--- src/rtl/tc_clk_pkg.sv ---
// Shared types and constants for the timer clock-enable generator.
package tc_clk_pkg;

    localparam int unsigned PRESC_W     = 10;
    localparam int unsigned CS_W        = 3;
    localparam int unsigned TAP8_EXP    = 3;
    localparam int unsigned TAP64_EXP   = 6;
    localparam int unsigned TAP256_EXP  = 8;
    localparam int unsigned TAP1024_EXP = 10;

    typedef enum logic [CS_W-1:0] {
        CS_STOP    = 3'b000,
        CS_CLK     = 3'b001,
        CS_DIV8    = 3'b010,
        CS_DIV64   = 3'b011,
        CS_DIV256  = 3'b100,
        CS_DIV1024 = 3'b101,
        CS_TN_FALL = 3'b110,
        CS_TN_RISE = 3'b111
    } cs_e;

    // True when the low 'e' bits of the prescaler are all ones.
    function automatic logic tap_hit(input logic [PRESC_W-1:0] cnt, input int unsigned e);
        logic [PRESC_W-1:0] mask;
        mask = PRESC_W'((32'd1 << e) - 32'd1);
        return (cnt & mask) == mask;
    endfunction

endpackage

--- src/rtl/tn_edge_filter.sv ---
// One Tn pin: synchroniser, optional majority-free noise filter, edge detect.
module tn_edge_filter #(
    parameter int unsigned SYNC_STAGES = 2,
    parameter int unsigned FILT_LEN    = 4
) (
    input  logic clk,
    input  logic rst_n,
    input  logic tn,
    input  logic tnf_en,
    output logic rise_c,
    output logic fall_c
);

    localparam int unsigned HIST_W = FILT_LEN - 1;

    logic [SYNC_STAGES-1:0] sync_q;
    logic [HIST_W-1:0]      hist_q;
    logic [FILT_LEN-1:0]    window;
    logic                   synced;
    logic                   filt_q;
    logic                   level;
    logic                   prev_q;

    assign synced = sync_q[SYNC_STAGES-1];
    // Window includes the live synced sample so the filter adds exactly FILT_LEN cycles.
    assign window = {hist_q, synced};
    assign level  = tnf_en ? filt_q : synced;

    always_ff @(posedge clk or negedge rst_n) begin
        if (!rst_n) begin
            sync_q <= '0;
            hist_q <= '0;
            filt_q <= 1'b0;
            prev_q <= 1'b0;
        end else begin
            sync_q <= SYNC_STAGES'({sync_q, tn});
            hist_q <= HIST_W'({hist_q, synced});
            if (&window) begin
                filt_q <= 1'b1;
            end else if (~|window) begin
                filt_q <= 1'b0;
            end
            prev_q <= level;
        end
    end

    assign rise_c = ~prev_q & level;
    assign fall_c = prev_q & ~level;

endmodule

--- src/rtl/tc_clk_prescale_sel.sv ---
// Shared prescaler plus per-channel clock-enable select for the timer cores.
module tc_clk_prescale_sel
    import tc_clk_pkg::*;
#(
    parameter int unsigned N_CH        = 4,
    parameter int unsigned SYNC_STAGES = 2,
    parameter int unsigned FILT_LEN    = 4
) (
    input  logic                 clk,
    input  logic                 rst_n,
    input  logic                 psrsync,
    input  logic                 tsm,
    input  logic [N_CH-1:0]      tn_in,
    input  logic [N_CH-1:0]      tnf_en,
    input  logic [CS_W*N_CH-1:0] cs,
    output logic [N_CH-1:0]      clk_en,
    output logic                 psr_clr
);

    logic [PRESC_W-1:0] pcnt;
    logic               tap8;
    logic               tap64;
    logic               tap256;
    logic               tap1024;
    logic               halt;

    // A pending PSRSYNC loads zero; under TSM the request stays set, holding pcnt at zero.
    always_ff @(posedge clk or negedge rst_n) begin
        if (!rst_n) begin
            pcnt    <= '0;
            psr_clr <= 1'b0;
        end else begin
            pcnt    <= psrsync ? '0 : pcnt + PRESC_W'(1);
            psr_clr <= psrsync & ~tsm;
        end
    end

    assign tap8    = tap_hit(pcnt, TAP8_EXP);
    assign tap64   = tap_hit(pcnt, TAP64_EXP);
    assign tap256  = tap_hit(pcnt, TAP256_EXP);
    assign tap1024 = tap_hit(pcnt, TAP1024_EXP);
    assign halt    = tsm & psrsync;

    for (genvar i = 0; i < N_CH; i++) begin : g_ch
        logic rise_c;
        logic fall_c;
        logic sel_en;
        cs_e  sel;

        tn_edge_filter #(
            .SYNC_STAGES(SYNC_STAGES),
            .FILT_LEN   (FILT_LEN)
        ) u_tn (
            .clk   (clk),
            .rst_n (rst_n),
            .tn    (tn_in[i]),
            .tnf_en(tnf_en[i]),
            .rise_c(rise_c),
            .fall_c(fall_c)
        );

        assign sel = cs_e'(cs[CS_W*i +: CS_W]);

        always_comb begin
            sel_en = 1'b0;
            case (sel)
                CS_STOP:    sel_en = 1'b0;
                CS_CLK:     sel_en = 1'b1;
                CS_DIV8:    sel_en = tap8;
                CS_DIV64:   sel_en = tap64;
                CS_DIV256:  sel_en = tap256;
                CS_DIV1024: sel_en = tap1024;
                CS_TN_FALL: sel_en = fall_c;
                CS_TN_RISE: sel_en = rise_c;
                default:    sel_en = 1'b0;
            endcase
        end

        assign clk_en[i] = sel_en & ~halt;
    end

endmodule
--- config.mk ---
export PLATFORM = sky130hd
export DESIGN_NAME = tc_clk_prescale_sel
export DESIGN_NICKNAME = d
export VERILOG_FILES = /design/src/rtl/tc_clk_pkg.sv /design/src/rtl/tn_edge_filter.sv /design/src/rtl/tc_clk_prescale_sel.sv
export SDC_FILE = /design/constraint.sdc
export NUM_CORES = 1
export LEC_CHECK = 0
export CORE_UTILIZATION = 29
export CTS_CLUSTER_DIAMETER = 150
export DETAILED_ROUTE_END_ITERATION = 12
export PLACE_DENSITY_LB_ADDON = 0.3
export SLEW_MARGIN = 0
export SYNTH_ARGS = -nofsm -noshare
export SYNTH_HDL_FRONTEND = slang
export SYNTH_SLANG_ARGS = --single-unit
export TNS_END_PERCENT = 30
--- constraint.sdc ---
create_clock -name clk -period 1.7 [get_ports clk]
set_input_delay 0.255 -clock clk [delete_from_list [all_inputs] [get_ports clk]]
set_output_delay 0.255 -clock clk [all_outputs]
set_load 0.02 [all_outputs]
==> results.txt <==
- Number of buffers created by CTS: 5
* Combinational family with the most area after synthesis: simple AND/OR/NAND/NOR gates
- Slowest CP cell: sky130_fd_sc_hd__dfrtp_1
* Wire length after detailed routing: 3560 um
- Static timing analysis puts the maximum clock frequency at 473 MHz.
* Slew headroom: 66.3%
* Post-synthesis sequential element count: 39
- For this run, the total global-route usage over all layers was measured as around an eighth.
- Across the run, the number of max-cap violations was 0.
* Startpoint type of the worst setup path: flip-flop
* Largest vdd supply drop: 0.000263 V
- Sequential element share of the synthesized area: 58.6%
- Standby leakage power: approximately 0.0010 uW
* Final cell utilization of the core: 44.6%
- Clock tree from TritonCTS: built
* Starting Density: between 30 and 40%
- Of all flip-flops after synthesis, the portion carrying an async set or reset was 100%.
- Max Buffers Root-to-Sink: 2
- Setup violations remaining at the end of the flow were counted as 4.
* Slew @ Worst Pin: a little over 0.5 ns
- Worst skew pair latency: 0.29 ns
- Together, buffers and inverters on the worst path number 3.
* Instance count of the mapped netlist: 146
- Vias post-DR: 1,324
- CTS saw 39 sinks.
* Final critical-path setup slack: -0.413 ns
- The number of global-route vias before repair was 1,288.
* Detailed-router iteration count before antenna repair: 5
* First element of the critical path: pcnt[0]$_DFF_PN0_
* Violation count after the first detailed-routing iteration: 36
- GRT overflow: 0
- Of the post-synthesis cell area, the dominant cell type holds 58.6%.
- Run status: complete, but fails checks
- Minimum clock period: ~2.1 ns
* Total of buffers placed on input and output ports: 28
- Data arrival time of the critical path: 1.86 ns
- Antenna Violating Nets Remaining: 0
- Global-route wire length before repair: between 5000 and 6000 um
- Share of the clock period used by the worst path after layout: 124%
* Per-cell routed wire length: 12.4 um
- The synthesized netlist devotes a little under an eighth of its cell area to compound gates.
* Category of the worst setup path capture point: primary output
* Top cells by count, synth: sky130_fd_sc_hd__dfrtp_1, sky130_fd_sc_hd__nor2_1, sky130_fd_sc_hd__a21oi_1, sky130_fd_sc_hd__nand2b_1, sky130_fd_sc_hd__nand2_1
- After floorplanning, the core was sized to cover 5510 sq um.
- Longest individual stage delay on the worst path: 0.39 ns
- After synthesis, the netlist uses 33 different library cells.
- Clock slew at reported path FFs: around 0.070 ns
- The critical path goes through ha_4, nand4_1, buf_4, nor2_4, buf_6, o31ai_2, a211oi_2, buf_4.
- Family with the most delay on the worst path: buffers and inverters
- For this design, the CTS-stage hold fixing added 0 buffers.
- Setup Slack @ Placement: -0.748 ns
- After floorplanning, the core was divided into 27 placement rows.
* I/O pin count: 29
- Post-DP HPWL: 2450 um
- Remaining DRCs: 0
- The die is approximately 78 um wide.
* Largest net degree at the start of global routing: 40
* Unrepaired setup endpoints after global routing: true
- Failing checks: negative setup slack
- At the end of routability-driven placement, the weighted congestion stood at between 0.6 and 0.7.
- Number of enable-type register cells in the synthesized netlist: 0
* Setup skew after layout: 0.00270 ns
- The final number of hold-violating endpoints was 0.
- Crit-path max FO: 4
- Multiplexer share of the synthesized area: 4.43%
- Die Y: 77.8 um
- The number of antenna violations at the first check in global routing came to 0.
* Post-Synth Adder-Cell Area: 1.50%
- Root cell of the clock tree: sky130_fd_sc_hd__clkbuf_8
* Simple-gate area share of the yosys netlist: between 20% and 30%
* Post-synth top area cell: sky130_fd_sc_hd__dfrtp_1
- Overall power of the completed layout: 1850 uW
* Syn. warnings: 0
* Fraction of final layout cells with drive strength greater than 1: 30.8%
- Worst hold path class: in2async
- At the end of the flow, the number of nets in the layout was roughly 240.
* Main synth FF type: sky130_fd_sc_hd__dfrtp_1
- The number of nets in the synthesized netlist is 172.
- Average vias per placed instance: 4.63
- Of the total synthesized cell area, the portion taken by XOR and XNOR cells is 2.63%.
* Antenna fix cells: 0
* DIE AREA: 6050 sq um
- Post-synthesis average cell area: 11.4 sq um
* Reg-to-Reg Start: pcnt[2]$_DFF_PN0_
- The critical path is of the reg2out type.
* P per Cell Area: 754 nW/um^2
* Most frequently used cell type in the post-synthesis netlist: sky130_fd_sc_hd__dfrtp_1
- The H-tree was split into 2 levels.
* Data required time of the worst path: between 1 and 1.5 ns
* Number of pins with negative max-slew slack in the final report: 0
- The area growth from synthesis to layout is 47.5%.
* Netlist Area Pre-Place: 1670 sq um
- The cell that appears most often on the critical path is sky130_fd_sc_hd__buf_4.
- In the post-synthesis netlist, the biggest area contributors are sky130_fd_sc_hd__dfrtp_1, sky130_fd_sc_hd__nor2_1, sky130_fd_sc_hd__nand2b_1, sky130_fd_sc_hd__a21oi_1, sky130_fd_sc_hd__mux2i_1.
## report_power, final
| group | leakage [uW] | switching, uW | internal, uW |
|---|---|---|---|
| clock network | 0.0000412 | 316 | 287 |
| registers | 0.000487 | 26.4 | 973 |
| logic | 0.000510 | 111 | 139 |
| total | 0.00104 | 454 | 1400 |
## repair_timing
action                     CTS  global route
cloned                       0             0
setup endpoints to repair    4             4
setup buffers                0             5
gates resized for setup     25            13
pin swaps                    6             8
## metrics by stage
| step | hold slack, ns | cells | setup TNS [ns] | instance area, sq um |
|---|---|---|---|---|
| 2_1_floorplan | -0.0406 | 146 | 0 | 1690 |
| 3_3_place_gp | 0.333 | 273 | -2.84 | 2260 |
| 3_5_place_dp | 0.339 | 273 | -2.85 | 2260 |
| 4_1_cts | 0.0271 | 281 | -1.80 | 2350 |
| 5_1_grt | 0.0690 | 286 | -2.11 | 2460 |
| 6_report | 0.0163 | 286 | -1.59 | 2460 |
## registers in the layout (all words and copies together), names as in the netlist
register          flops
psr_clr               1
g_ch.u_tn.filt_q      4
pcnt                 10
g_ch.u_tn.sync_q      8
g_ch.u_tn.hist_q     12
g_ch.u_tn.prev_q      4
## cell usage in the layout, fill, tap and decap left out, drive strengths merged, types with 2 or more instances in the layout
cell type,synthesis,routed
or3,6,6
nor4,3,3
clkdlybuf4s50,0,23
nand2b,9,9
nor2,16,16
nand3,5,5
nor3,4,4
a31oi,4,4
buf,1,39
nor4bb,2,2
ha,2,2
clkbuf,1,6
dfrtp,39,39
nand2,8,8
xnor2,3,3
xor2,2,2
mux2i,4,4
mux2,3,3
inv,2,2
o21ai,5,5
a32oi,2,2
nor3b,2,2
nor2b,4,4
a21oi,9,9
o31ai,4,4
## cell families (layout without fill, tap and decap cells)
logic type | after synthesis | after routing
AO/OA/AOI/OAI | 29 | 29
AND/OR/NAND/NOR | 60 | 60
adder cells (fa/ha/maj) | 2 | 2
XOR/XNOR | 5 | 5
flip-flops | 39 | 39
buffers and inverters | 4 | 72
multiplexers | 7 | 7
## path summary, 6_finish.rpt
kind                                                    endpoint  slack (ns)  depth (start not counted)
worst min register to register  g_ch[1].u_tn.sync_q[1]$_DFF_PN0_        0.36                          0
worst max-delay path                                   clk_en[3]       -0.41                          8
min in group clk                g_ch[1].u_tn.sync_q[1]$_DFF_PN0_        0.36                          0
worst min-delay path             g_ch[0].u_tn.filt_q$_DFFE_PN0P_        0.02                          2
worst max register to register                 pcnt[9]$_DFF_PN0_        0.14                          5
max in group asynchronous                      pcnt[2]$_DFF_PN0_        1.33                          2
## per-layer routing
metal,vias up,wire length [um],global-route usage [%]
li1,658,-,-
met1,638,1680,15.7
met2,23,1680,21.1
met3,5,155,3.76
met4,0,41,4.53
met5,-,0,0
## area by class of cell
| cell class | instances | area [sq um] |
|---|---|---|
| Tap cell | 72 | 90.1 |
| Clock inverter | 2 | 12.5 |
| Multi-Input combinational cell | 103 | 769 |
| Clock buffer | 6 | 72.6 |
| Sequential cell | 39 | 976 |
| Fill cell | 525 | 3050 |
| Timing Repair Buffer | 62 | 528 |
| Inverter | 2 | 7.51 |
Note: power is estimated with default switching activity, not from simulation.
